<file path="config.mk">
export PLATFORM = sky130hd
export DESIGN_NAME = wb_regfile
export DESIGN_NICKNAME = d
export VERILOG_FILES = /design/src/rtl/wb_regfile_pkg.sv /design/src/rtl/wb_regfile_wb_dest_sel.sv /design/src/rtl/wb_regfile.sv
export SDC_FILE = /design/constraint.sdc
export NUM_CORES = 2
export LEC_CHECK = 0
export CORE_UTILIZATION = 28
export DETAILED_ROUTE_END_ITERATION = 16
export GPL_ROUTABILITY_DRIVEN = 0
export GPL_TIMING_DRIVEN = 0
export PLACE_DENSITY_LB_ADDON = 0.08
export SYNTH_ARGS = -nofsm -noshare
export SYNTH_HDL_FRONTEND = slang
export SYNTH_HIERARCHICAL = 1
export SYNTH_SLANG_ARGS = --single-unit
export TNS_END_PERCENT = 20
</file>
<file path="constraint.sdc">
create_clock -name clk -period 5.6 [get_ports clk]
set_clock_uncertainty 0.15 [all_clocks]
set_input_delay 1.12 -clock clk [delete_from_list [all_inputs] [get_ports clk]]
set_output_delay 1.12 -clock clk [all_outputs]
set_load 0.02 [all_outputs]
</file>
<file path="src/rtl/wb_regfile_pkg.sv">
// Shared pipeline constants for the write-back stage: opcodes, link register, default width.
package wb_regfile_pkg;

    localparam int          DW_DEFAULT = 32;
    localparam logic [5:0]  OP_RTYPE   = 6'b000000;
    localparam logic [5:0]  OP_JAL     = 6'b000011;
    localparam logic [4:0]  LINK_REG   = 5'd31;

endpackage

</file>
<file path="src/rtl/wb_regfile_wb_dest_sel.sv">
// Write-back decoder: picks destination register, write data and write-enable for the MEM/WB instruction.
module wb_dest_sel
    import wb_regfile_pkg::*;
#(
    parameter int DW = DW_DEFAULT
) (
    input  logic          i_valid,
    input  logic          i_regwrite,
    input  logic          i_memtoreg,
    input  logic          i_jump,
    input  logic [5:0]    i_opcode,
    input  logic [4:0]    i_rt,
    input  logic [4:0]    i_rd,
    input  logic [DW-1:0] i_result,
    input  logic [DW-1:0] i_read_data,
    output logic [4:0]    o_dest,
    output logic [DW-1:0] o_data,
    output logic          o_we
);

    always_comb begin
        o_dest = i_rt;
        o_data = i_memtoreg ? i_read_data : i_result;
        if (i_opcode == OP_RTYPE) begin
            o_dest = i_rd;
        end else if (i_jump && (i_opcode == OP_JAL)) begin
            // jal writes the link address, never load data
            o_dest = LINK_REG;
            o_data = i_result;
        end
    end

    assign o_we = i_valid & i_regwrite & (o_dest != 5'd0);

endmodule

</file>
<file path="src/rtl/wb_regfile.sv">
// Write-back stage register file with two async read ports and a retired-instruction counter.
// Optional WB_BYPASS_EN: a read of the committing destination returns the new data in the same cycle.
module wb_regfile
    import wb_regfile_pkg::*;
#(
    parameter int DW   = DW_DEFAULT,
    parameter int NREG = 32
) (
    input  logic          clk,
    input  logic          rst,
    input  logic          valid_wb,
    input  logic          RegWriteo_wb,
    input  logic          MemtoRego_wb,
    input  logic          Jumpo_wb,
    input  logic [5:0]    opcodeo_wb,
    input  logic [4:0]    rto_wb,
    input  logic [4:0]    rdo_wb,
    input  logic [DW-1:0] resulto_wb,
    input  logic [DW-1:0] read_datao_wb,
    input  logic [4:0]    rs_addr_id,
    input  logic [4:0]    rt_addr_id,
    output logic [DW-1:0] rs_data_id,
    output logic [DW-1:0] rt_data_id,
    output logic          wb_we,
    output logic [4:0]    wb_dest,
    output logic [DW-1:0] wb_data,
    output logic [31:0]   retired_count
);

    logic [DW-1:0] r_regs [NREG];
    logic          r_wb_we;
    logic [4:0]    r_wb_dest;
    logic [DW-1:0] r_wb_data;
    logic [31:0]   r_retired_count;

    logic [4:0]    w_dest;
    logic [DW-1:0] w_data;
    logic          w_we;
    logic [DW-1:0] w_rs_data;
    logic [DW-1:0] w_rt_data;

    wb_dest_sel #(.DW(DW)) u_dest_sel (
        .i_valid     (valid_wb),
        .i_regwrite  (RegWriteo_wb),
        .i_memtoreg  (MemtoRego_wb),
        .i_jump      (Jumpo_wb),
        .i_opcode    (opcodeo_wb),
        .i_rt        (rto_wb),
        .i_rd        (rdo_wb),
        .i_result    (resulto_wb),
        .i_read_data (read_datao_wb),
        .o_dest      (w_dest),
        .o_data      (w_data),
        .o_we        (w_we)
    );

    always_ff @(posedge clk) begin
        if (rst) begin
            for (int i = 0; i < NREG; i++) r_regs[i] <= '0;
            r_wb_we         <= 1'b0;
            r_wb_dest       <= '0;
            r_wb_data       <= '0;
            r_retired_count <= '0;
        end else begin
            r_wb_we <= w_we;
            // w_we already excludes r0, so r_regs[0] is never written
            if (w_we) begin
                r_regs[w_dest] <= w_data;
                r_wb_dest      <= w_dest;
                r_wb_data      <= w_data;
            end
            if (valid_wb) r_retired_count <= r_retired_count + 32'd1;
        end
    end

    always_comb begin
        w_rs_data = (rs_addr_id == 5'd0) ? '0 : r_regs[rs_addr_id];
        w_rt_data = (rt_addr_id == 5'd0) ? '0 : r_regs[rt_addr_id];
`ifdef WB_BYPASS_EN
        if (w_we && (rs_addr_id == w_dest)) w_rs_data = w_data;
        if (w_we && (rt_addr_id == w_dest)) w_rt_data = w_data;
`else
        // no bypass: downstream forwarding covers the same-cycle hazard
`endif
    end

    assign rs_data_id    = w_rs_data;
    assign rt_data_id    = w_rt_data;
    assign wb_we         = r_wb_we;
    assign wb_dest       = r_wb_dest;
    assign wb_data       = r_wb_data;
    assign retired_count = r_retired_count;

endmodule

</file>
==> metrics.txt <==
# TYPE chip_impl_metric gauge
chip_impl_metric{name="finalNonFillerCells",unit=""} 7183
chip_impl_metric{name="timing_max_transition_violations_final",unit=""} 0
chip_impl_info{name="critPathCaptureType",value="output port"} 1
chip_impl_info{name="synth_area_leaders",value="edfxtp_1 53%, mux4_2 20%, and2_1 11%"} 1
chip_impl_metric{name="io_pins",unit=""} 230
chip_impl_info{name="clock_tree_from_tritoncts",value="done"} 1
chip_impl_metric{name="finalNetCount",unit=""} 4384
chip_impl_metric{name="post-route-period-util",unit="%"} 103
chip_impl_metric{name="pre_cts_slack",unit="ns"} -1.51
chip_impl_metric{name="tightest_slew",unit="ns"} 1.35
chip_impl_metric{name="first_global_vias",unit=""} 38600
chip_impl_metric{name="switching_share",unit="%"} 28.7
chip_impl_metric{name="synth_sequential_area_ratio",unit="%"} 54.9
chip_impl_info{name="layout_common_cells",value="1027 x and2_1, 1024 x edfxtp_1, 512 x mux4_2"} 1
chip_impl_metric{name="worstPathMaxFanout",unit=""} 10
chip_impl_metric{name="critPathArrivalTime",unit="ns"} 4.49
chip_impl_metric{name="die_width",unit="um"} 459
chip_impl_metric{name="post_synth_inst_count",unit=""} 3901
chip_impl_metric{name="timing.max_cap.violations",unit=""} 0
chip_impl_metric{name="p_leak",unit="nW"} 23.5
chip_impl_metric{name="yosysWarnings",unit=""} 6
chip_impl_metric{name="synth_fp_nets",unit=""} 3998
chip_impl_metric{name="global_route_usage_over_all_layers",unit="%"} 27.1
chip_impl_info{name="nature_of_the_critical_path_startpoint",value="input port"} 1
chip_impl_metric{name="mappedNetlistArea",unit="sq mm"} 0.0585
chip_impl_metric{name="dieArea",unit="sq mm"} 0.211
chip_impl_metric{name="ctsLongestPathBuffers",unit=""} 3
chip_impl_metric{name="numClockSinks",unit=""} 1094
chip_impl_metric{name="clock_pin_slew_reported_for_the_worst_setup_and_hold_paths_after_clock_tree_synthesis",unit="ns"} 0.06
chip_impl_metric{name="worst_skew_pair.late_latency",unit="ns"} 0.78
chip_impl_info{name="timing.setup.critical_path_class",value="in2out"} 1
chip_impl_metric{name="drt-pass1-iter-count",unit=""} 6
chip_impl_metric{name="powerDensity",unit="mW/mm^2"} 314
chip_impl_metric{name="cp.required",unit="ns"} 4.33
chip_impl_metric{name="grt_first_pass_wirelength",unit="um"} 375000
chip_impl_metric{name="pwr-share-comb",unit="%"} 16.4
chip_impl_metric{name="timing_hold_violations_final",unit=""} 0
chip_impl_metric{name="ir_worst_vdd",unit="uV"} 332
chip_impl_info{name="layout.cells.most_common",value="and2_1"} 1
chip_impl_metric{name="num_vias",unit=""} 38600
chip_impl_metric{name="synth.lib_cells_used.distinct",unit=""} 57
chip_impl_metric{name="period_needed",unit="ns"} 5.76
chip_impl_metric{name="port_buffers",unit=""} 222
chip_impl_info{name="timing.rr.start",value="retired_count[2]"} 1
chip_impl_info{name="min-delay-start",value="wb_dest[0]"} 1
chip_impl_metric{name="final-setup-viol-count",unit=""} 12
chip_impl_metric{name="syn2layout_area_growth",unit="%"} 20.1
chip_impl_metric{name="die_height",unit="um"} 459
chip_impl_info{name="hold_path_class",value="reg2reg"} 1
chip_impl_metric{name="cts_made_buffers",unit=""} 137
chip_impl_metric{name="floorplan.initialDensity",unit="%"} 28.2
chip_impl_metric{name="power_frac_clock",unit="%"} 40.2
chip_impl_info{name="min_to",value="wb_dest[0]"} 1
chip_impl_info{name="status",value="finished, violations left"} 1
chip_impl_metric{name="ctsHtreeMaxLevel",unit=""} 4
chip_impl_metric{name="grt_max_degree",unit=""} 33
chip_impl_info{name="crit-reg2reg-capture",value="retired_count[30]"} 1
chip_impl_metric{name="worstHoldPathCells",unit=""} 2
chip_impl_metric{name="synth.ff_latch_count",unit=""} 1094
chip_impl_metric{name="switchingPower",unit="mW"} 6.33
chip_impl_metric{name="dr.first_iter.drc_count",unit=""} 4703
chip_impl_metric{name="drt.antenna.violating_nets",unit=""} 0
chip_impl_metric{name="power.share.sequential",unit="%"} 43.4
chip_impl_info{name="unrepaired_setup_endpoints_after_global_routing",value="true"} 1
chip_impl_metric{name="placementRows",unit=""} 167
chip_impl_metric{name="timing.final.ws_setup",unit="ns"} -0.155
chip_impl_metric{name="post-dp-hpwl",unit="um"} 204000
chip_impl_metric{name="synth_top_area_share",unit="%"} 52.5
chip_impl_metric{name="ctsHoldBuffers",unit=""} 0
chip_impl_metric{name="rr_worst_depth",unit=""} 6
chip_impl_metric{name="grt-ovfl-total",unit=""} 0
chip_impl_info{name="cts-root-buf",value="clkbuf_16"} 1
chip_impl_metric{name="antenna_found_initial",unit=""} 33
chip_impl_metric{name="post-place-cells",unit=""} 6931
chip_impl_metric{name="maxSlewHeadroom",unit="%"} 9.69
chip_impl_metric{name="ratio_of_cells_with_drive_above_1_in_the_final_layout",unit="%"} 26.6
chip_impl_info{name="leading_area_contributor_after_synthesis",value="edfxtp_1"} 1
chip_impl_metric{name="syn_area_per_cell",unit="sq um"} 15.0
chip_impl_metric{name="design.core.area",unit="sq mm"} 0.207
chip_impl_metric{name="drt-wirelength-per-cell",unit="um"} 40.1
chip_impl_metric{name="remaining_drc_errors",unit=""} 0
chip_impl_metric{name="max_freq",unit="MHz"} 174
chip_impl_metric{name="setup.reg_to_reg.worst_slack",unit="ns"} 3.35
chip_impl_metric{name="routed_via_density",unit=""} 5.37
chip_impl_metric{name="route.final.wire_length",unit="um"} 288000
chip_impl_info{name="failing_checks",value="setup timing"} 1
chip_impl_metric{name="internal-power",unit="mW"} 15.7
power groups by stage:
stage               Clock (mW)  Sequential (mW)  Combinational [mW]
floorplan                    0             9.66                1.62
global route              9.23             9.61                3.66
CTS                       8.94             9.57                3.57
finish                    8.87             9.57                3.61
detailed placement           0             9.74                3.37
global placement             0             9.73                3.34
layout make-up:
type | instances | area, sq um
diodes | 6 | 15.0
plain buffers | 405 | 2410
clock buffers | 183 | 3730
clock inverters | 58 | 531
fillers | 20300 | 137000
inverters | 9 | 33.8
multi-input cells | 2391 | 25500
flip-flops and latches | 1094 | 32200
well taps | 2788 | 3490
repair buffers | 249 | 2430
cell families (layout without fill, tap and decap cells):
logic type	after synthesis	after routing	synth area share, %
AOI/OAI and AO/OA	272	272	3.40
and+or+nand+nor	1375	1375	13.9
xor gates and xnor gates	28	28	0.419
DFF	1094	1094	54.9
muxes	715	715	23.5
buffers and inverters	416	904	3.77
other	0	6	0
adders and majority gates	1	1	0.0214
cell usage after synthesis (all sizes together):
master   number
nand3         8
inv           9
xnor2        23
a21oi        69
nor4b         2
nand4         6
ha            1
nor2        153
nand2b        4
o21ai        25
a31oi         4
a211oi       59
dfxtp        70
and2       1028
edfxtp     1024
and4          6
nand2        38
nor3          9
or2          34
xor2          5
nor4          8
mux2i       132
o311a         1
a22oi        22
or3           5
a222oi        1
buf         154
mux4        512
o21bai        1
or4           1
a211o        14
nand3b        3
mux2         71
clkbuf      253
nor2b        63
and3          6
a221oi       45
a21o          1
or3b          1
a2111oi      30
flip-flops by register name (all words and copies together) (netlist names):
| register | cells |
|---|---|
| wb_data | 32 |
| wb_we | 1 |
| wb_dest | 5 |
| retired_count | 32 |
| r_regs | 1024 |
worst max-delay path by stage:
stage,start,end,slack (ns),cells past startpoint
6_report,rs_addr_id[2],rs_data_id[20],-0.16,10
3_5_place_dp,rt_addr_id[3],rt_data_id[25],-1.51,7
3_3_place_gp,rs_addr_id[2],rs_data_id[31],-2.51,8
5_1_grt,rt_addr_id[3],rt_data_id[22],-0.08,7
2_1_floorplan,rt_addr_id[1],rt_data_id[13],1.10,8
4_1_cts,rt_addr_id[2],rt_data_id[25],-0.13,9
per-layer routing:
layer / share of wire [%] / track usage, % / vias to the layer above
met5: 0.058 / 0 / -
met4: 4.9 / 11.9 / 6
met3: 7.5 / 6.19 / 401
met2: 46 / 43.1 / 1627
met1: 41 / 35.1 / 20800
li1: - / - / 15700
worst max-delay path: stages:
cell             delay [ns]
buf_4                  0.23
buf_4                  0.30
buf_6                  0.31
buf_4                  0.36
mux4_2                 0.36
mux2i_2                0.41
a21oi_1                0.13
o21ai_1                0.40
a31oi_4                0.15
clkdlybuf4s50_1        0.63
metrics by stage:
stage / util (%) / instance area [sq um] / hold slack (ns) / setup TNS, ns / power [mW]
floorplan: - / 58500 / 0.399 / 0 / 11.3
global placement: 31.0 / 64200 / 0.310 / -1091.40 / 13.1
CTS: 33.8 / 70100 / 0.326 / -0.163 / 22.1
detailed placement: 31.1 / 64400 / 0.316 / -1061.84 / 13.1
finish: 33.9 / 70300 / 0.325 / -0.751 / 22.0
global route: 33.9 / 70300 / 0.357 / -0.192 / 22.5
repair_timing:
item | CTS | global route
pin swaps | 0 | 3
setup buffers | 5 | 2
setup endpoints to repair | 446 | 502
gates resized for setup | 328 | 46
Note: power is estimated with default switching activity, not from simulation.
==> RTL edit: new RTL, same flow settings <==
The option `WB_BYPASS_EN` is turned on by a define.
--- a/src/rtl/wb_regfile.sv
+++ b/src/rtl/wb_regfile.sv
@@ -2,2 +2,4 @@
 // Optional WB_BYPASS_EN: a read of the committing destination returns the new data in the same cycle.
+`define WB_BYPASS_EN
+
 module wb_regfile
Check against the original RTL: not settled (the Yosys comparison gave no result); the edit may change what the design does.
==> RTL edit against the unedited design <==
The flow still finishes with violations (setup timing). Design area fell by 1.7%. Clock power down 0.7%. Combinational power is 13% lower. Routed wire length decreased by 12%. Critical path type unchanged. Sequential cell count is the same. Critical path depth decreased by 1. Fmax increased by 0.54%. Power is 2.3% lower. Core utilization fell by 0.46 points. Setup slack better by 0.031 ns. Synthesized area shrank 0.49%. Register-to-register slack about the same. Synthesized cell count is 5.7% higher. Sequential power about the same.
==> RTL edit: results <==
group,metric,value,unit
run_status,status,"complete, but fails checks",
run_status,violations,"setup timing",
power,p_per_area,312,nW/um^2
finish,area_growth,18.7,%
sta,setup_viol,25,
worst_setup_path,r2r_start,"retired_count[0]$_SDFFE_PP0P_",
worst_setup_path,worst_ep_arrival_time,4.45,ns
die,core-area,207000,sq um
power,leakage,24.0,nW
cts,cts_post_setup_buffers_inserted,17,
logic_synthesis,synth_common_cells,"and2_1 (1,032), edfxtp_1 (1,024), mux4_2 (382), mux2i_1 (304), clkbuf_1 (294)",
detailed_routing,vias,38878,
placed_design,portBuffers,225,
worst_setup_path,critPathCapture,"rs_data_id[28]",
logic_synthesis,syn_nets,4219,
detailed_routing,wl_per_cell,34.7,um
logic_synthesis,async_flop_share,0,%
global_route,use_met1,33.0,%
finish,num-nonclk-inverters,6,
placed_design,place_inst,7051,
power,ir_drop,0.286,mV
cts,postCtsResizedCells,499,
global_route,grt_pass1_vias,38368,
global_route,grt.met2_usage,37.5,%
sta,setup_slack,-0.124,ns
finish,fillCellCount,20436,
finish,n_antenna_cell,8,
finish,drive_gt1_share,21.5,%
power,pwr-share-seq,44.5,%
placed_design,placed_area,63900,sq um
worst_setup_path,reg2reg_depth,7,
placed_design,dp_hpwl,196000,um
logic_synthesis,seq_area_frac_synth,55.2,%
global_route,grt_util_all_layers,23.9,%
finish,multi_input_cells,2592,
power,p_clk_share,40.9,%
finish,buf_share,6.67,%
global_route,grt_antenna_before_repair,18,
global_route,grt_first_pass_wirelength,340000,um
sta,setup_tns,-0.816,ns
power,netSwitchingPower,5.98,mW
detailed_routing,vias_per_cell,5.31,
logic_synthesis,synth_edf_count,1024,
finish,clkCellAreaFrac,6.21,%
global_route,grt_max_degree,33,
finish,nNonClkBuffers,674,
worst_hold_path,hold_path.class,"reg -> reg",
logic_synthesis,synthDistinctLibCells,58,
global_route,met3_usage,4.60,%
logic_synthesis,syn_inst,4122,
detailed_routing,drtIter0Drc,4438,
finish,fin_nets,4602,
## RTL edit: cell count changes after synthesis, sizes merged, moves of 31 or more
cell / unedited run / this run
a211oi: 59 / 93
a221oi: 45 / 0
a22o: 0 / 62
a22oi: 22 / 96
a32o: 0 / 31
clkbuf: 253 / 294
mux2: 71 / 32
mux2i: 132 / 304
mux4: 512 / 382
nand2: 38 / 89
nor2: 153 / 106
nor2b: 63 / 6
o221ai: 0 / 63
o22ai: 0 / 62
## RTL edit: cells by family (layout without fill, tap and decap cells)
family | Yosys count | count (layout) | synth area share [%]
mux | 718 | 718 | 20.8
flops | 1094 | 1094 | 55.2
xor+xnor | 34 | 34 | 0.511
buf+inv | 436 | 925 | 3.34
compound gates | 498 | 498 | 6.44
simple gates | 1341 | 1341 | 13.7
other cells | 0 | 8 | 0
fa+ha+maj | 1 | 1 | 0.0215
## RTL edit: stage by stage
stage | setup slack (ns) | hold slack, ns
6_report | -0.124 | 0.330
4_1_cts | -0.0540 | 0.331
3_5_place_dp | -2.25 | 0.322
2_1_floorplan | 0.476 | 0.397
5_1_grt | -0.0908 | 0.350
3_3_place_gp | -2.31 | 0.313
## RTL edit: metal layers
metal / vias up / share of wire, % / wire [um]
li1: 16563 / - / -
met4: 0 / 3.6 / 9240
met5: - / 0 / 0
met2: 1517 / 45 / 115000
met3: 287 / 6.6 / 16900
met1: 20511 / 44 / 113000
## RTL edit: worst max-delay path, cell delays in order
cell	delay, ns
clkdlybuf4s50_1	0.73
buf_4	0.35
nand3_4	0.38
buf_4	0.38
o221ai_1	0.46
a211oi_2	0.17
a21oi_1	0.32
a22o_1	0.20
clkdlybuf4s15_1	0.30
